<file path="src/rtl/instruction_fetch_if.sv">
// rtl/instruction_fetch_if.sv - instruction memory read port and fetch-to-decode bundle.
// The master side is the fetch stage; the slave side models memory plus decode.
interface instruction_fetch_if;
  logic [31:0] imem_address;
  logic [31:0] imem_instruction;
  logic        out_valid;
  logic        out_ready;
  logic [31:0] out_instruction;
  logic [31:0] out_pc;
  logic [31:0] out_pc_plus4;

  modport master (
    output imem_address,
    input  imem_instruction,
    output out_valid,
    input  out_ready,
    output out_instruction,
    output out_pc,
    output out_pc_plus4
  );

  modport slave (
    input  imem_address,
    output imem_instruction,
    input  out_valid,
    output out_ready,
    input  out_instruction,
    input  out_pc,
    input  out_pc_plus4
  );
endinterface

</file>
<file path="src/rtl/instruction_fetch.sv">
// rtl/instruction_fetch.sv - fetch stage: PC, registered instruction bundle, redirect/halt control.
// Memory read is combinational, so a fetch captures imem_instruction on the same edge the PC advances.
module instruction_fetch #(
  parameter logic [31:0] RESET_PC = 32'h0000_0000,
  parameter int          CNT_W    = 16
) (
  input  logic                clk,
  input  logic                rst,
  instruction_fetch_if.master bus,
  input  logic                redirect_valid,
  input  logic [31:0]         redirect_target,
  input  logic                halt,
  output logic                halted,
  output logic                misalign_err,
  output logic [CNT_W-1:0]    fetch_count
);

  typedef enum logic {
    ST_RUN    = 1'b0,
    ST_HALTED = 1'b1
  } state_e;

  state_e             state_q, state_d;
  logic [31:0]        pc_q, pc_d;
  logic               valid_q, valid_d;
  logic [31:0]        instr_q, instr_d;
  logic [31:0]        opc_q, opc_d;
  logic [31:0]        opc4_q, opc4_d;
  logic               mis_q, mis_d;
  logic [CNT_W-1:0]   cnt_q, cnt_d;
  logic               fire;

  always_ff @(posedge clk) begin
    if (rst) begin
      state_q <= ST_RUN;
      pc_q    <= RESET_PC;
      valid_q <= 1'b0;
      instr_q <= '0;
      opc_q   <= '0;
      opc4_q  <= '0;
      mis_q   <= 1'b0;
      cnt_q   <= '0;
    end else begin
      state_q <= state_d;
      pc_q    <= pc_d;
      valid_q <= valid_d;
      instr_q <= instr_d;
      opc_q   <= opc_d;
      opc4_q  <= opc4_d;
      mis_q   <= mis_d;
      cnt_q   <= cnt_d;
    end
  end

  always_comb begin
    state_d = state_q;
    pc_d    = pc_q;
    valid_d = valid_q;
    instr_d = instr_q;
    opc_d   = opc_q;
    opc4_d  = opc4_q;
    mis_d   = 1'b0;
    cnt_d   = cnt_q;
    fire    = (state_q == ST_RUN) && !halt && !redirect_valid && (!valid_q || bus.out_ready);

    // A redirect always lands in RUN; a still-high halt re-enters HALTED one cycle later.
    unique case (state_q)
      ST_RUN:    if (halt && !redirect_valid) state_d = ST_HALTED;
      ST_HALTED: if (!halt || redirect_valid) state_d = ST_RUN;
      default:   state_d = ST_RUN;
    endcase

    if (redirect_valid) begin
      pc_d    = {redirect_target[31:2], 2'b00};
      valid_d = 1'b0;
      mis_d   = |redirect_target[1:0];
    end else if (fire) begin
      instr_d = bus.imem_instruction;
      opc_d   = pc_q;
      opc4_d  = pc_q + 32'd4;
      valid_d = 1'b1;
      pc_d    = pc_q + 32'd4;
      cnt_d   = cnt_q + CNT_W'(1);
    end else if (valid_q && bus.out_ready) begin
      valid_d = 1'b0;
    end
  end

  assign bus.imem_address    = pc_q;
  assign bus.out_valid       = valid_q;
  assign bus.out_instruction = instr_q;
  assign bus.out_pc          = opc_q;
  assign bus.out_pc_plus4    = opc4_q;
  assign halted              = (state_q == ST_HALTED);
  assign misalign_err        = mis_q;
  assign fetch_count         = cnt_q;

endmodule

</file>
<file path="src/flat_wrapper.sv">
// flat-port wrapper written by rule: the top's interface ports become plain ports
module instruction_fetch_flat 
#(
  parameter logic [31:0] RESET_PC = 32'h0000_0000,
  parameter int          CNT_W    = 16
)
  (clk, rst, redirect_valid, redirect_target, halt, halted, misalign_err, fetch_count, bus_imem_address, bus_imem_instruction, bus_out_valid, bus_out_ready, bus_out_instruction, bus_out_pc, bus_out_pc_plus4);
  instruction_fetch_if bus_i ();
  input  logic clk;
  input  logic rst;
  input  logic redirect_valid;
  input  logic [31:0] redirect_target;
  input  logic halt;
  output logic halted;
  output logic misalign_err;
  output logic [CNT_W-1:0] fetch_count;
  output wire logic [$bits(bus_i.imem_address)-1:0] bus_imem_address;
  input wire logic [$bits(bus_i.imem_instruction)-1:0] bus_imem_instruction;
  output wire logic [$bits(bus_i.out_valid)-1:0] bus_out_valid;
  input wire logic [$bits(bus_i.out_ready)-1:0] bus_out_ready;
  output wire logic [$bits(bus_i.out_instruction)-1:0] bus_out_instruction;
  output wire logic [$bits(bus_i.out_pc)-1:0] bus_out_pc;
  output wire logic [$bits(bus_i.out_pc_plus4)-1:0] bus_out_pc_plus4;
  assign bus_imem_address = bus_i.imem_address;
  assign bus_i.imem_instruction = bus_imem_instruction;
  assign bus_out_valid = bus_i.out_valid;
  assign bus_i.out_ready = bus_out_ready;
  assign bus_out_instruction = bus_i.out_instruction;
  assign bus_out_pc = bus_i.out_pc;
  assign bus_out_pc_plus4 = bus_i.out_pc_plus4;
  instruction_fetch #(.RESET_PC(RESET_PC), .CNT_W(CNT_W)) u_core (.clk(clk), .rst(rst), .bus(bus_i), .redirect_valid(redirect_valid), .redirect_target(redirect_target), .halt(halt), .halted(halted), .misalign_err(misalign_err), .fetch_count(fetch_count));
endmodule
</file>
<file path="config.mk">
export PLATFORM = sky130hd
export DESIGN_NAME = instruction_fetch_flat
export DESIGN_NICKNAME = d
export VERILOG_FILES = /design/src/rtl/instruction_fetch_if.sv /design/src/rtl/instruction_fetch.sv /design/src/flat_wrapper.sv
export SDC_FILE = /design/constraint.sdc
export NUM_CORES = 1
export LEC_CHECK = 0
export CORE_MARGIN = 2
export CORE_UTILIZATION = 45
export DETAILED_ROUTE_END_ITERATION = 10
export PLACE_DENSITY = 0.8
export SKIP_CTS_REPAIR_TIMING = 1
export SLEW_MARGIN = 20
export SYNTH_ARGS = -nofsm -noshare
export SYNTH_HDL_FRONTEND = slang
export SYNTH_SLANG_ARGS = --single-unit
</file>
<file path="constraint.sdc">
create_clock -name clk -period 2.6 [get_ports clk]
set_input_delay 0.26 -clock clk [delete_from_list [all_inputs] [get_ports clk]]
set_output_delay 0.26 -clock clk [all_outputs]
set_load 0.02 [all_outputs]
</file>
* Yosys cells after proc, flatten, opt, wreduce, memory -nomap -nowiden
Index checks and enable logic that the tools add are counted.
** Storage, ports and cells
- Flip-flop bits (word level) :: 147
- Input bits :: 69
- Logic and storage cells :: 36
** Cells by class
- $add $sub $neg :: 2
- Mux-type cells :: 7
- Bitwise operators :: 2
- Reductions and logical operators :: 16
** Operator list (number)
- $mux 32 :: 2
- $add 32x3->32 const B :: 1
- $add 16x1->16 const B :: 1
- $reduce_or 2->1 :: 3
- $logic_and 1x1->1 :: 5
- $mux 1 :: 4
- $reduce_bool 2->1 :: 2
- $logic_not 1->1 :: 3
- $logic_or 1x1->1 :: 2
- $not 1->1 :: 2
- $pmux 1 s2 :: 1
- $reduce_and 2->1 :: 1

* Depth between registers and ports, before layout
- Depth in word-level cells :: 6
- Mapped depth :: 8
- Gate-level depth less buffers :: 6

* Worst setup path after synthesis
No wires, ideal clock.
- Kind :: reg2reg
- From :: register u_core.pc_q[2] (netlist: u_core.bus.imem_address[2])
- To :: register u_core.pc_q[14] (netlist: u_core.bus.imem_address[14])
- Library setup time :: 0.091 ns
- Data arrival time :: 2.044 ns
- Required time :: 2.509 ns
- Path slack :: 0.465 ns
- Cell stages (with the launch flop) :: 7
- Buffers on the path :: 1
- Period minus slack after synthesis :: 2.135 ns
- Cell sequence :: dfxtp_1 ha_1 nand3_4 or3_1 buf_6 or3_2 a311oi_1
** On the way
- Longest elaborated chain between the ends :: 3
** Ends and longest elaborated chain
- from (decl) :: line instruction_fetch.sv:24 : logic [31:0] pc_q, pc_d;
- from (signal assigned) :: line instruction_fetch.sv:45 : pc_q <= pc_d;
- $add 32x3->32 :: line instruction_fetch.sv:82 : pc_d = pc_q + 32'd4;
- $mux 32 :: line instruction_fetch.sv:77 : end else if (fire) begin
- $mux 32 :: line instruction_fetch.sv:73 : if (redirect_valid) begin
Every way passes these cells. The select of a mux whose other input is x is not followed.
A chain may end at the register's enable or synchronous reset.

* Final worst setup path
- From :: register u_core.pc_q[2] (netlist: u_core.bus.imem_address[2])
- To :: register u_core.pc_q[18] (netlist: u_core.bus.imem_address[18])
The elaborated chain is that of the path after synthesis.

==> flow_summary.yaml <==
routing:
  vias_per_cell: 5.21
  drt-total-wl_mm: 16.9
  ant_nets: 0
  drtPass1Iterations: 5
  vias: 5812
  drcViolationCount: 0
  drt_iter0_drc: 344
  wl_per_cell_um: 15.2
layout:
  fill_cells: 1086
  num_antenna_cells: 0
  post-route-util_pct: 67.4
  nets: 998
  final_cells: 1116
  drive_above_1_share_pct: 7.66
  area_delta_synth_final_pct: 46.0
  stdcell_area_um2: 8930
die:
  die_height_um: 121
  initial_core_util_pct: 46.2
  dieArea_um2: 14500
  core_area_um2: 13200
  die_x_um: 121
  rows: 42
  io_pins: 216
worst_hold_path:
  hold_path_class: "in2reg"
  min_from: "rst"
  hold_depth: 2
logic_synthesis:
  synthTopCellsByArea: "dfxtp_1 46%, nand2_1 9.2%, xnor2_1 6.7%, a211oi_1 6.0%, a21oi_1 6.0%"
  synth_top_area_share_pct: 46.2
  synth.distinct_cells: 44
  synth.avg_cell_area_um2: 8.32
  synth_edf_count: 0
  yosysMostFrequentCell: "nand2_1"
  synthFlopType: "dfxtp_1"
  yosysSeqAreaShare_pct: 46.2
  postSynthRegisterBits: 141
  synthTopCellsByCount: "150 x nand2_1, 141 x dfxtp_1, 78 x nor2_1"
  async_flop_share_pct: 0
  netlist_area_um2: 6110
  synth_top_cell_by_area: "dfxtp_1"
  yosys_warnings: 0
  synth_cells: 735
timing:
  finalHoldViolCount: 0
  finalWorstSetupSlack_ns: 0.287
  finalCritPeriodShare_pct: 89.0
  finalMaxSlewViolations: 0
  setup_viol: 0
  worstMarginPinSlew_ns: 0.587
  fin_worst_skew_ns: 0.00733
  slew_headroom_pct: 60.5
  tns_ns: 0
  holdWs_ns: 0.284
  post-route-min-period_ns: 2.31
  rsz0062_at_grt: "no"
  fmax_ghz: 0.432
clock_network:
  ctsLongestPathBuffers: 2
  clock_sinks: 141
  path_clk_slew_ns: 0.06
  worstSkewPairLatency_ns: 0.42
  tritoncts: "built"
  cts-root-buf: "clkbuf_16"
  ctsHtreeMaxLevel: 4
  cts_buffers: 17
outcome:
  status: "complete, no violations"
setup_path:
  cp-end-kind: "register"
  arrival_ns: 2.66
  worst-path-buf-inv: 1
  cp-start-kind: "register"
  cp_slowest_stage_delay_ns: 0.56
  slowest_stage: "or3_1"
  crit_start: "u_core.bus.imem_address[2]"
  cp_max_fo: 11
  path_cells: "ha_1, nand3_4, or3_1, buf_4, nor3_1, xnor2_1, a211oi_1"
  crit_type: "reg2reg"
  worst-path-stages: 7
  path_delay_family: "simple AND/OR/NAND/NOR gates"
  crit_required_ns: 2.94
  r2r_start: "u_core.bus.imem_address[2]"
  r2r_cells: 7
placement:
  place_ws_ns: 0.249
  gp_congestion: 0.781
  dp.cells: 1084
  port_buffers: 209
  place_area_um2: 8300
  hpwl_mm: 11.7
global_routing:
  grt_pass1_wl_mm: 27.5
  track_usage_pct: 23.7
  grt_max_degree: 59
  grt_pass1_vias: 5516
  grt-ovfl-total: 0
  antenna_found_initial: 0
power:
  pwr-share-seq_pct: 41.3
  power_mw: 5.72
  peakVddDrop_mv: 0.378
  leakage_nw: 3.00
  p_per_area_nw_per_um2: 641
  p_switching_mw: 1.43
  switching_share_pct: 25.0
  p_int_mw: 4.29
  combPwrFrac_pct: 14.1
  power.share.clock_pct: 44.6
flow_run:
  drv_cap: 0
-- layer usage --
| metal | track usage, % | part of all wire, % |
|---|---|---|
| met5 | 0 | 0 |
| met4 | 9.88 | 2.3 |
| met3 | 7.26 | 7.7 |
| met2 | 37.3 | 46 |
| met1 | 30.3 | 44 |
-- cell usage in the layout, fill, tap and decap left out, types with 6 or more instances in the layout --
cell type,n
xnor2_1,47
a211oi_1,49
buf_4,22
a311oi_1,6
dfxtp_1,141
xor2_1,14
clkdlybuf4s50_1,208
nand3_1,11
nor3_1,20
clkbuf_16,17
nand4_1,11
or3_1,10
nor2_1,78
a21oi_1,73
nand2_1,149
o21ai_0,12
conb_1,6
nor4_1,7
-- state kept, by name, summed over array words and instances, names as in the netlist --
| signal | cells |
|---|---|
| u_core.halted | 1 |
| u_core.bus.out_instruction | 32 |
| u_core.bus.out_pc_plus4 | 30 |
| u_core.bus.out_pc | 30 |
| u_core.bus.out_valid | 1 |
| u_core.misalign_err | 1 |
| u_core.fetch_count | 16 |
| u_core.bus.imem_address | 30 |
-- power groups by stage --
stage          clock network [mW]  registers, mW  logic [mW]
4_1_cts                      2.57           2.36       0.815
3_3_place_gp                    0           2.40       0.803
2_1_floorplan                   0           2.51       0.303
5_1_grt                      2.67           2.37       0.872
3_5_place_dp                    0           2.41       0.810
6_report                     2.55           2.36       0.809
-- final cells by class --
cell class / instances / area, µm² / area share [%]
multi-input combinational: 529 / 2930 / 32.8
sequential: 141 / 2820 / 31.6
timing repair buffer: 233 / 2310 / 25.8
clock buffer: 22 / 494 / 5.54
tap: 176 / 220 / 2.47
clock inverter: 10 / 135 / 1.51
inverter: 5 / 18.8 / 0.210
-- worst reg2reg max path, delay by kind of cell (launching register included) --
kind	cells	cell delay, ns
adders and majority gates	1	0.30
xor gates and xnor gates	1	0.10
AOI/OAI and AO/OA	1	0.22
DFF	1	0.44
and+or+nand+nor	3	0.91
buffers and inverters	1	0.27
-- worst paths after layout --
check | to | slack, ns
worst max-delay path | u_core.bus.imem_address[18] | 0.29
worst min register to register | u_core.bus.out_instruction[21] | 0.45
worst min-delay path | u_core.bus.out_pc[21] | 0.28
worst max register to register | u_core.bus.imem_address[18] | 0.29
-- cells by family after synthesis --
logic type / after synthesis / synth area share, %
fa+ha+maj: 2 / 0.409
xor+xnor: 61 / 8.74
compound gates: 142 / 14.1
buf+inv: 70 / 6.39
flops: 141 / 46.2
simple gates: 318 / 24.2
other cells: 1 / 0.0613
No activity file was read; power rests on OpenSTA's default activity.
